File: src/rtl/unidade_controle_jogadas.sv
// Moore control unit for the sequence-memory game: sequences the counter, memory,
// switch register and comparator, and reports hit / miss / timeout endings.
module unidade_controle_jogadas #(
  parameter int unsigned TIMEOUT = 5000,
  parameter int unsigned TW      = 13
) (
  input  logic       clock,
  input  logic       reset,
  input  logic       iniciar,
  input  logic       jogada_feita,
  input  logic       igual,
  input  logic       fimC,
  output logic       zeraC,
  output logic       contaC,
  output logic       zeraR,
  output logic       registraR,
  output logic       pronto,
  output logic       acertou,
  output logic       errou,
  output logic       timeout,
  output logic [3:0] db_estado
);

  typedef enum logic [3:0] {
    INICIAL     = 4'b0000,
    PREPARACAO  = 4'b0001,
    ESPERA      = 4'b0010,
    REGISTRA    = 4'b0100,
    COMPARACAO  = 4'b0101,
    PROXIMO     = 4'b0110,
    FIM_ACERTO  = 4'b1010,
    FIM_ERRO    = 4'b1110,
    FIM_TIMEOUT = 4'b1101
  } state_e;

  localparam bit            T_EN   = (TIMEOUT != 0);
  localparam logic [TW-1:0] T_LAST = TW'((TIMEOUT == 0) ? 0 : TIMEOUT - 1);

  state_e        state_q, state_d;
  logic          jogada_prev_q, jogada_prev_d;
  logic [TW-1:0] tcount_q, tcount_d;
  logic          evento;

  logic       zera_c_q, zera_c_d;
  logic       conta_c_q, conta_c_d;
  logic       zera_r_q, zera_r_d;
  logic       registra_r_q, registra_r_d;
  logic       pronto_q, pronto_d;
  logic       acertou_q, acertou_d;
  logic       errou_q, errou_d;
  logic       timeout_q, timeout_d;
  logic [3:0] db_estado_q, db_estado_d;

  // Rising edge of "any switch active"; a held switch never re-triggers.
  assign evento        = jogada_feita & ~jogada_prev_q;
  assign jogada_prev_d = jogada_feita;

  always_ff @(posedge clock or negedge reset) begin
    if (!reset) begin
      state_q       <= INICIAL;
      jogada_prev_q <= 1'b0;
      tcount_q      <= '0;
      zera_c_q      <= 1'b0;
      conta_c_q     <= 1'b0;
      zera_r_q      <= 1'b0;
      registra_r_q  <= 1'b0;
      pronto_q      <= 1'b0;
      acertou_q     <= 1'b0;
      errou_q       <= 1'b0;
      timeout_q     <= 1'b0;
      db_estado_q   <= 4'b0000;
    end else begin
      state_q       <= state_d;
      jogada_prev_q <= jogada_prev_d;
      tcount_q      <= tcount_d;
      zera_c_q      <= zera_c_d;
      conta_c_q     <= conta_c_d;
      zera_r_q      <= zera_r_d;
      registra_r_q  <= registra_r_d;
      pronto_q      <= pronto_d;
      acertou_q     <= acertou_d;
      errou_q       <= errou_d;
      timeout_q     <= timeout_d;
      db_estado_q   <= db_estado_d;
    end
  end

  // Next state and per-move timeout counter.
  always_comb begin
    state_d  = state_q;
    tcount_d = tcount_q;
    case (state_q)
      INICIAL: begin
        if (iniciar) state_d = PREPARACAO;
      end
      PREPARACAO: begin
        tcount_d = '0;
        state_d  = ESPERA;
      end
      ESPERA: begin
        tcount_d = tcount_q + TW'(1);
        if (evento) begin
          state_d = REGISTRA;
        end else if (T_EN && (tcount_q == T_LAST)) begin
          state_d = FIM_TIMEOUT;
        end
      end
      REGISTRA: begin
        state_d = COMPARACAO;
      end
      COMPARACAO: begin
        if (!igual)    state_d = FIM_ERRO;
        else if (fimC) state_d = FIM_ACERTO;
        else           state_d = PROXIMO;
      end
      PROXIMO: begin
        tcount_d = '0;
        state_d  = ESPERA;
      end
      FIM_ACERTO, FIM_ERRO, FIM_TIMEOUT: begin
        if (iniciar) state_d = PREPARACAO;
      end
      default: begin
        state_d = INICIAL;
      end
    endcase
  end

  // Outputs decoded from the next state so the registered copies track state_q exactly.
  always_comb begin
    zera_c_d     = 1'b0;
    conta_c_d    = 1'b0;
    zera_r_d     = 1'b0;
    registra_r_d = 1'b0;
    pronto_d     = 1'b0;
    acertou_d    = 1'b0;
    errou_d      = 1'b0;
    timeout_d    = 1'b0;
    db_estado_d  = 4'(state_d);
    case (state_d)
      PREPARACAO: begin
        zera_c_d = 1'b1;
        zera_r_d = 1'b1;
      end
      REGISTRA:   registra_r_d = 1'b1;
      PROXIMO:    conta_c_d    = 1'b1;
      FIM_ACERTO: begin
        pronto_d  = 1'b1;
        acertou_d = 1'b1;
      end
      FIM_ERRO: begin
        pronto_d = 1'b1;
        errou_d  = 1'b1;
      end
      FIM_TIMEOUT: begin
        pronto_d  = 1'b1;
        errou_d   = 1'b1;
        timeout_d = 1'b1;
      end
      default: ;
    endcase
  end

  assign zeraC     = zera_c_q;
  assign contaC    = conta_c_q;
  assign zeraR     = zera_r_q;
  assign registraR = registra_r_q;
  assign pronto    = pronto_q;
  assign acertou   = acertou_q;
  assign errou     = errou_q;
  assign timeout   = timeout_q;
  assign db_estado = db_estado_q;

endmodule
File: config.mk
export PLATFORM = sky130hd
export DESIGN_NAME = unidade_controle_jogadas
export DESIGN_NICKNAME = d
export VERILOG_FILES = /design/src/rtl/unidade_controle_jogadas.sv
export SDC_FILE = /design/constraint.sdc
export NUM_CORES = 1
export LEC_CHECK = 0
export CAP_MARGIN = 20
export CORE_MARGIN = 2
export CORE_UTILIZATION = 57
export DETAILED_ROUTE_END_ITERATION = 8
export PLACE_DENSITY_LB_ADDON = 0.12
export SYNTH_ARGS = -nofsm -noshare
export SYNTH_HDL_FRONTEND = slang
export SYNTH_SLANG_ARGS = --single-unit
File: constraint.sdc
create_clock -name clock -period 5.15 [get_ports clock]
set_input_delay 1.2875 -clock clock [delete_from_list [all_inputs] [get_ports clock]]
set_output_delay 1.2875 -clock clock [all_outputs]
set_load 0.02 [all_outputs]
==> metrics.yaml, run 1 <==
status: "finished, final reports clean"
synth_nets: 136
numPortBuffers: 17
syn_area_sq_mm: 0.001260
cp_max_fo: 12
cp_slowest_cell: "clkdlybuf4s50_1"
clk_pin_slew_ns: 0.14
cts_buffers: 3
seqPwrFrac: 0.467
pre_cts_ws_ns: 2.494
htreeDepth: 1
max_slew_margin: 0.4256
cts.sinks: 25
layout.nets: 152
tns_ns: 0
start_util: 0.5865
yosys.area.top_type: "dfrtp_1"
use_met2: 0.3918
holdBufCountCts: 0
crit_chain: "clkdlybuf4s50_1"
timing.hold.ws_ns: 0.5593
postLayoutCellArea_sq_mm: 0.001483
critical_path_arrival_ns: 1.60
grt_pass1_wl_um: 4146
timing.fmax_mhz: 346.9
antennaDiodeCount: 0
fillCellCount: 174
cp-start-kind: "flip-flop"
combPwrFrac: 0.379
insertion_delay_ns: 0.32
drt_iter0_drc: 16
grt_max_degree: 26
drtPass1Iterations: 4
drive_gt1_frac: 0.04861
crit_required_ns: 3.86
vdd_drop_max_mv: 0.2752
power.switching_mw: 0.2275
async_flop_share: 1.000
hpwl_um: 1693
detail-route-antenna-nets: 0
grt_pass1_vias: 950
max_stage_delay_ns: 0.68
ys.flop_type: "dfrtp_1"
setup_viol: 0
dieHeight_um: 51.02
synth.area.top_cells: "dfrtp_1 50%, xnor2_1 4.9%, nor2_1 4.8%, nand2_1 3.3%, xor2_1 2.8%"
instances_no_fill: 172
place_inst: 167
final_common_cell: "dfrtp_1"
cts-root-buf: "clkbuf_4"
seq_area_frac_synth: 0.4965
via_per_inst: 5.698
muxShareOfSynthArea: 0
worstPathBufferInverterCount: 1
syn_inst: 129
synthSimpleGateAreaFrac: 0.2671
mostFrequentLayoutCells: "25 x dfrtp_1, 17 x clkdlybuf4s50_1, 16 x nor2_1"
met3_usage: 0.06140
drc_errors: 0
finalPower_mw: 0.5765
synth_top_area_frac: 0.4965
cts_tree: "yes"
cts_resized: 0
antenna_found_initial: 0
synth-compound-area-share: 0.1003
final_util: 0.6902
largest-register: "tcount_q"
clockPowerShare: 0.154
synth_top_family_by_area: "simple AND/OR/NAND/NOR gates"
period_share: 0.5598
period_needed_ns: 2.883
busiest_layer: "met2"
finalHoldViolCount: 0
powerDensity_mw_per_mm2: 388.8
core.rowCount: 17
clock_path_buffers: 2
sw_frac_of_total: 0.3947
leakagePower_nw: 0.6333
ys_ff_latch: 25
areaGrowthSynthToFinish_pct: 17.68
report.final.slew_viol_count: 0
p_int_mw: 0.3490
rsz0062_at_grt: "false"
yosysWarnings: 0
die_area_sq_mm: 0.002603
io_pins: 18
worstMarginPinSlew_ns: 0.8584
synth-edff-count: 0
crit_type: "reg2out"
gr-total-overflow: 0
finalWeightedCongestion: 0.8036
critPathCaptureType: "output pin"
min_path_type: "reg2reg"
placed_area_sq_mm: 0.001425
routed_wl_um: 2343
track_usage: 0.2135
cp_top_family: "buffers and inverters"
cts_setup_buffers: 0
largest_reg_flops: 13
avgSynthCellArea_sq_um: 9.767
worst_slack_ns: 2.267
yosysUniqueCellTypes: 37
wl_per_cell_um: 13.62
synth_adder_area_share: 0.009930
synth_xor_area_frac: 0.07646
die_x_um: 51.02
maxCapViolCount: 0
met1_usage: 0.2524
via_count: 980
core-area_sq_mm: 0.002148
clock_skew_ns: 0.004504
logic make-up after synthesis:
logic type	count (synthesis)
adders and majority gates	1
and+or+nand+nor	61
xor gates and xnor gates	11
DFF	25
buffers and inverters	13
AOI/OAI and AO/OA	18
area by class of cell:
type                            instances  area (sq um)  area share
Multi-Input combinational cell         91         571.8      0.3857
Clock inverter                          1         7.507    0.005063
Inverter                                6         22.52     0.01519
Clock buffer                            3         22.52     0.01519
Sequential cell                        25         625.6      0.4219
Tap cell                               28         35.03     0.02363
Timing Repair Buffer                   18         197.7      0.1333
power groups by stage:
stage | sequential [mW] | clock, mW | combinational, mW
2_1_floorplan | 0.267 | 0 | 0.154
3_3_place_gp | 0.272 | 0 | 0.211
3_5_place_dp | 0.273 | 0 | 0.216
4_1_cts | 0.269 | 0.0924 | 0.216
5_1_grt | 0.276 | 0.0995 | 0.242
6_report | 0.269 | 0.0886 | 0.218
path summary, 6_finish.rpt:
check | startpoint | to | slack (ns) | depth (start not counted)
min | jogada_prev_q | registraR | 0.56 | 3
max in group asynchronous | reset | tcount_q[9] | 3.53 | 2
max | db_estado[0] | db_estado[0] | 2.27 | 1
max reg2reg | db_estado[2] | tcount_q[12] | 2.82 | 4
min in group asynchronous | reset | tcount_q[11] | 1.22 | 1
min reg2reg | jogada_prev_q | registraR | 0.56 | 3
synthesized netlist by cell type, types with 2 or more instances:
library cell  number
nor4_1             4
nand2_1           11
or3_1              2
a22oi_1            2
nand4_1            5
nand3_1            6
inv_1              6
clkbuf_1           3
xnor2_1            7
a21oi_1            5
dfrtp_1           25
and3_1             2
nand2b_1           2
buf_2              2
nor2b_1            4
nor4bb_1           2
nor2_1            16
xor2_1             4
o21ai_0            3
layer usage:
| layer | vias up | part of all wire |
|---|---|---|
| met2 | 23 | 0.52 |
| met1 | 471 | 0.43 |
| met4 | 0 | 0.0060 |
| met5 | - | 0 |
| li1 | 484 | - |
| met3 | 2 | 0.048 |
Power figures use the tool's default switching activity.
==> run 2: changes to the inputs <==
--- a/config.mk
+++ b/config.mk
@@ -7,7 +7,7 @@
 export LEC_CHECK = 0
 export CAP_MARGIN = 20
 export CORE_MARGIN = 2
-export CORE_UTILIZATION = 57
+export CORE_UTILIZATION = 53
 export DETAILED_ROUTE_END_ITERATION = 8
 export PLACE_DENSITY_LB_ADDON = 0.12
 export SYNTH_ARGS = -nofsm -noshare
==> constraint.sdc (replaced) <==
create_clock -name clock -period 2.7 [get_ports clock]
set_input_delay 0.675 -clock clock [delete_from_list [all_inputs] [get_ports clock]]
set_output_delay 0.675 -clock clock [all_outputs]
set_load 0.02 [all_outputs]
==> run 2 against run 1 <==
Compared with the run above: clock skew grew 0.0071 ns; wire length grew 1.0%; clock-buffer cell count grew 1; first-iteration DRC count grew 19%; largest cell class unchanged; die area grew 6.9%; worst setup slack lost 1.9 ns; design area shrank 1.1%; power grew 91%; final cell count grew 0.58%; utilization shrank 3.4 points; critical path type is now reg2reg; register-to-register slack lost 2.4 ns.
==> metrics.yaml, run 2 (same netlist as run 1, synthesis figures left out) <==
clk_pin_slew_ns: 0.14  # about the same
cts_buffers: 3  # unchanged
min_path_type: "reg2reg"  # unchanged
gr-total-overflow: 0  # unchanged
r2r_end: "tcount_q[12]"  # unchanged
status: "finished, final reports clean"  # unchanged
period_needed_ns: 2.305
cp-endpoint: "tcount_q[12]"  # was db_estado[0]
via_per_inst: 5.584  # was 5.698
drc_errors: 0  # unchanged
cts_setup_buffers: 0  # unchanged
clock_skew_ns: 0.01160  # was 0.004504 ns
leakagePower_nw: 0.6317  # was 0.6333 nW
areaGrowthSynthToFinish_pct: 16.39  # was 17.68%
core.rowCount: 17  # unchanged
mostFrequentLayoutCells: "25 x dfrtp_1, 17 x clkdlybuf4s50_1, 16 x nor2_1"  # unchanged
antenna_found_initial: 0  # unchanged
cts.sinks: 25  # unchanged
tns_ns: 0  # unchanged
core-area_sq_mm: 0.002233  # was 0.002148 sq mm
grt_pass1_wl_um: 3995  # was 4146 um
htreeDepth: 1  # unchanged
layout.nets: 153  # was 152
timing.fmax_mhz: 433.9
max_slew_margin: 0.6012  # was 0.4256
worstMarginPinSlew_ns: 0.5967  # was 0.8584 ns
holdBufCountCts: 0  # unchanged
regToRegSetupSlack_ns: 0.40  # was 2.82 ns
vdd_drop_max_mv: 0.5064  # was 0.2752 mV
clock_path_buffers: 2  # unchanged
reg2reg_depth: 4  # unchanged
instances_no_fill: 173  # was 172
cts_tree: "yes"  # unchanged
report.final.slew_viol_count: 0  # unchanged
cts-root-buf: "clkbuf_4"  # unchanged
hpwl_um: 1743  # was 1693 um
place_inst: 169  # was 167
detail-route-antenna-nets: 0  # unchanged
critPathCaptureType: "flip-flop"  # was output pin
cp-start-kind: "flip-flop"  # unchanged
critical_path_arrival_ns: 2.55  # was 1.60 ns
final_common_cell: "dfrtp_1"  # unchanged
io_pins: 18  # unchanged
largest-register: "tcount_q"  # unchanged
rsz0062_at_grt: "false"  # unchanged
maxCapViolCount: 0  # unchanged
antennaDiodeCount: 0  # unchanged
wl_per_cell_um: 13.68  # was 13.62 um
numPortBuffers: 17  # unchanged
insertion_delay_ns: 0.31  # was 0.32 ns
routed_wl_um: 2367  # was 2343 um
start_util: 0.5641  # was 0.5865
die_x_um: 52.76  # was 51.02 um
period_share: 0.8536
die_area_sq_mm: 0.002783  # was 0.002603 sq mm
via_count: 966  # was 980
drtPass1Iterations: 4  # unchanged
finalHoldViolCount: 0  # unchanged
setup_viol: 0  # unchanged
grt_max_degree: 26  # unchanged
finalWeightedCongestion: 0.8413  # was 0.8036
dieHeight_um: 52.76  # was 51.02 um
rr_startpoint: "db_estado[3]"  # was db_estado[2]
drive_gt1_frac: 0.04828  # was 0.04861
crit_type: "reg2reg"  # was reg2out
cp_max_fo: 10  # was 12
largest_reg_flops: 13  # unchanged
fillCellCount: 186  # was 174
cts_resized: 0  # unchanged
crit_required_ns: 2.95  # was 3.86 ns
drt_iter0_drc: 19  # was 16
track_usage: 0.2004  # was 0.2135
crit_path_start: "db_estado[3]"  # was db_estado[0]
powerDensity_mw_per_mm2: 752.5  # was 388.8 mW/mm^2
grt_pass1_vias: 882  # was 950
-- run 2: cell types whose count changed in the layout (fill, tap and decap cells not counted) --
cell,change
buf_16,-1
buf_4,+2
clkbuf_1,+1
clkinvlp_4,-1
-- run 2: layer usage --
metal  share of wire  global-route usage
met5               0                   0
met4           0.013             0.07692
met3           0.043             0.03143
met2            0.44              0.3000
met1            0.51              0.2902
-- run 2: cell type report --
type / instances / area, sq um / share of cell area
clock buffers: 4 / 26.28 / 0.01792
inverters: 6 / 22.52 / 0.01536
multi-input cells: 91 / 571.8 / 0.3899
flip-flops and latches: 25 / 625.6 / 0.4266
well taps: 28 / 35.03 / 0.02389
repair buffers: 19 / 185.2 / 0.1263
-- run 2: how the worst min path moves through the flow --
stage | end | start | cells after the start | slack, ns
floorplan | acertou | reset | 0 | 0.38
global placement | tcount_q[9] | tcount_q[9] | 2 | 0.52
detailed placement | tcount_q[9] | tcount_q[9] | 2 | 0.54
CTS | tcount_q[9] | tcount_q[9] | 2 | 0.57
global route | registraR | jogada_prev_q | 3 | 0.60
finish | tcount_q[9] | tcount_q[9] | 2 | 0.56
-- run 2: worst max-delay path, cell delays in order, from the launching register on --
cell and delay, ns:
dfrtp_1 0.51, or4b_1 0.71, or3_4 0.45, or4_1 0.41
a21oi_1 0.17
-- run 2: where the power goes --
part           switching (mW)  internal (mW)  leakage, nW
Combinational           0.235          0.191        0.277
Sequential             0.0879          0.426        0.340
Clock                   0.106         0.0577       0.0150
Total                   0.429          0.675        0.632
-- run 2: metrics by stage --
step | hold slack, ns | total power, mW | setup slack (ns) | util | cell area (sq um)
after floorplan | 0.3794 | 0.8036 | 0.4482 | - | 1260
after global placement | 0.5242 | 0.9320 | 0.4826 | 0.6448 | 1440
after detailed placement | 0.5412 | 0.9424 | 0.4001 | 0.6448 | 1440
after CTS | 0.5653 | 1.106 | 0.3804 | 0.6566 | 1466
after global routing | 0.6004 | 1.179 | 0.2476 | 0.6566 | 1466
final | 0.5607 | 1.103 | 0.3952 | 0.6566 | 1466
==> run 3: changes to the inputs <==
--- a/config.mk
+++ b/config.mk
@@ -7,7 +7,8 @@
 export LEC_CHECK = 0
 export CAP_MARGIN = 20
 export CORE_MARGIN = 2
-export CORE_UTILIZATION = 53
+export CORE_UTILIZATION = 57
+export CTS_CLUSTER_DIAMETER = 150
 export DETAILED_ROUTE_END_ITERATION = 8
 export PLACE_DENSITY_LB_ADDON = 0.12
 export SYNTH_ARGS = -nofsm -noshare
==> constraint.sdc (replaced) <==
create_clock -name clock -period 2.95 [get_ports clock]
set_input_delay 0.7375 -clock clock [delete_from_list [all_inputs] [get_ports clock]]
set_output_delay 0.7375 -clock clock [all_outputs]
set_load 0.02 [all_outputs]
==> run 3 against run 2 <==
Compared with the run above: highest routed layer unchanged; clock-buffer cell count shrank 1; sequential power is 8.8% lower; design area down 0.26%; via count rose by 2.5%; largest cell class unchanged; worst hold slack worse by 0.0054 ns; worst setup slack better by 0.22 ns; utilization grew 2.4 points; largest power group unchanged; global-route usage rose by 1.7 points; sequential share of layout area increased by 0.11 points.
==> metrics.yaml, run 3 (same netlist as run 1, synthesis figures left out) <==
critical_path_arrival_ns: 1.59  # was 2.55 ns
pre_cts_ws_ns: 0.6937  # was 0.4001 ns
hpwl_um: 1811  # was 1743 um
antennaDiodeCount: 0  # unchanged
reg2reg_depth: 4  # unchanged
drt_iter0_drc: 14  # was 19
period_share: 0.7903
layout.nets: 152  # was 153
power.switching_mw: 0.4014  # was 0.4289 mW
powerDensity_mw_per_mm2: 689.3  # was 752.5 mW/mm^2
largest-register: "tcount_q"  # unchanged
cts-root-buf: "clkbuf_4"  # unchanged
insertion_delay_ns: 0.31  # about the same
worstMarginPinSlew_ns: 0.8369  # was 0.5967 ns
core-area_sq_mm: 0.002148  # was 0.002233 sq mm
whs_path_depth: 2  # unchanged
die_x_um: 51.02  # was 52.76 um
regToRegSetupSlack_ns: 0.66  # was 0.40 ns
drive_gt1_frac: 0.04861  # was 0.04828
cp_max_fo: 12  # was 10
cp_slowest_cell: "clkdlybuf4s50_1"  # was or4b_1
vdd_drop_max_mv: 0.4863  # was 0.5064 mV
cts_resized: 0  # unchanged
r2r_end: "tcount_q[12]"  # unchanged
status: "finished, final reports clean"  # unchanged
worst_slack_ns: 0.6186  # was 0.3952 ns
final_common_cell: "dfrtp_1"  # unchanged
mostFrequentLayoutCells: "25 x dfrtp_1, 17 x clkdlybuf4s50_1, 16 x nor2_1"  # unchanged
clockPowerShare: 0.152  # was 0.149
clock_path_buffers: 2  # unchanged
timing.fmax_mhz: 428.9
areaGrowthSynthToFinish_pct: 16.09  # was 16.39%
drtPass1Iterations: 4  # unchanged
setup_viol: 0  # unchanged
sw_frac_of_total: 0.3981  # was 0.3887
via_per_inst: 5.756  # was 5.584
detail-route-antenna-nets: 0  # unchanged
leakagePower_nw: 0.6255  # was 0.6317 nW
crit_type: "reg2out"  # was reg2reg
fillCellCount: 177  # was 186
p_int_mw: 0.6068  # was 0.6745 mW
place_inst: 168  # was 169
start_util: 0.5865  # was 0.5641
rr_startpoint: "db_estado[2]"  # was db_estado[3]
track_usage: 0.2177  # was 0.2004
worstPathBufferInverterCount: 1  # was 0
cts.sinks: 25  # unchanged
cp_top_family: "buffers and inverters"  # was simple AND/OR/NAND/NOR gates
finalPower_mw: 1.008  # was 1.103 mW
drc_errors: 0  # unchanged
cts_setup_buffers: 0  # unchanged
period_needed_ns: 2.331
dieHeight_um: 51.02  # was 52.76 um
hold_start: "tcount_q[9]"  # unchanged
instances_no_fill: 172  # was 173
antenna_found_initial: 0  # unchanged
holdBufCountCts: 0  # unchanged
gr-total-overflow: 0  # unchanged
clk_pin_slew_ns: 0.14  # about the same
cp-start-kind: "flip-flop"  # unchanged
numPortBuffers: 17  # unchanged
wl_per_cell_um: 14.31  # was 13.68 um
grt_pass1_wl_um: 4215  # was 3995 um
report.final.slew_viol_count: 0  # unchanged
critPathCaptureType: "output pin"  # was flip-flop
io_pins: 18  # unchanged
finalHoldViolCount: 0  # unchanged
max_slew_margin: 0.4400  # was 0.6012
cts_tree: "yes"  # unchanged
largest_reg_flops: 13  # unchanged
max_stage_delay_ns: 0.68  # was 0.71 ns
clock_skew_ns: 0.005293  # was 0.01160 ns
routed_wl_um: 2462  # was 2367 um
htreeDepth: 1  # unchanged
die_area_sq_mm: 0.002603  # was 0.002783 sq mm
finalWeightedCongestion: 0.8338  # was 0.8413
tns_ns: 0  # unchanged
seqPwrFrac: 0.466  # about the same
whs_endpoint: "tcount_q[9]"  # unchanged
maxCapViolCount: 0  # unchanged
grt_max_degree: 26  # unchanged
cts_buffers: 3  # unchanged
crit_required_ns: 2.21  # was 2.95 ns
grt_pass1_vias: 1012  # was 882
rsz0062_at_grt: "false"  # unchanged
via_count: 990  # was 966
crit_chain: "clkdlybuf4s50_1"  # was or4b_1 -> or3_4 -> or4_1 -> a21oi_1
min_path_type: "reg2reg"  # unchanged
core.rowCount: 17  # unchanged
combPwrFrac: 0.382  # was 0.386
==> run 3: changes by cell type in the layout (fill, tap and decap cells not counted) <==
cell / delta
clkbuf_1: -1
clkinvlp_4: +1
buf_4: -1
==> run 3: stage by stage <==
stage / utilization / cell area, sq um / hold slack (ns)
final: 0.6808 / 1463 / 0.5553
after global routing: 0.6808 / 1463 / 0.5983
after CTS: 0.6808 / 1463 / 0.5644
after detailed placement: 0.6669 / 1433 / 0.5313
after global placement: 0.6669 / 1433 / 0.5265
after floorplan: - / 1260 / 0.4419
==> run 3: layout make-up <==
class                   count  area (sq um)  share of cell area
inverters                   6         22.52             0.01540
clock buffers               3         22.52             0.01540
well taps                  28         35.03             0.02395
repair buffers             18         177.7              0.1215
clock inverters             1         7.507            0.005133
multi-input cells          91         571.8              0.3909
flip-flops and latches     25         625.6              0.4277
==> run 3: how the worst max path moves through the flow <==
stage                 start      endpoint  slack, ns  cells after the start
2_1_floorplan  db_estado[3]  tcount_q[12]       0.70                      6
3_3_place_gp   db_estado[3]  tcount_q[12]       0.74                      4
3_5_place_dp   db_estado[3]  tcount_q[11]       0.69                      4
4_1_cts        db_estado[0]  db_estado[0]       0.62                      1
5_1_grt        db_estado[3]  tcount_q[12]       0.55                      4
6_report       db_estado[0]  db_estado[0]       0.62                      1
==> run 3: routing by layer <==
metal | up-vias | GRT usage | share of wire | wire (um)
met5 | - | 0 | 0 | 0
met1 | 484 | 0.2418 | 0.41 | 1006
met3 | 6 | 0.04386 | 0.037 | 90
met2 | 20 | 0.3939 | 0.54 | 1321
met4 | 0 | 0.1036 | 0.017 | 43
li1 | 480 | - | - | -
==> run 3: power by group through the flow <==
stage	registers (mW)	clock network, mW	logic [mW]
after global placement	0.469	0	0.372
after CTS	0.468	0.161	0.386
after floorplan	0.466	0	0.270
after detailed placement	0.474	0	0.383
final	0.469	0.153	0.386
after global routing	0.479	0.171	0.423
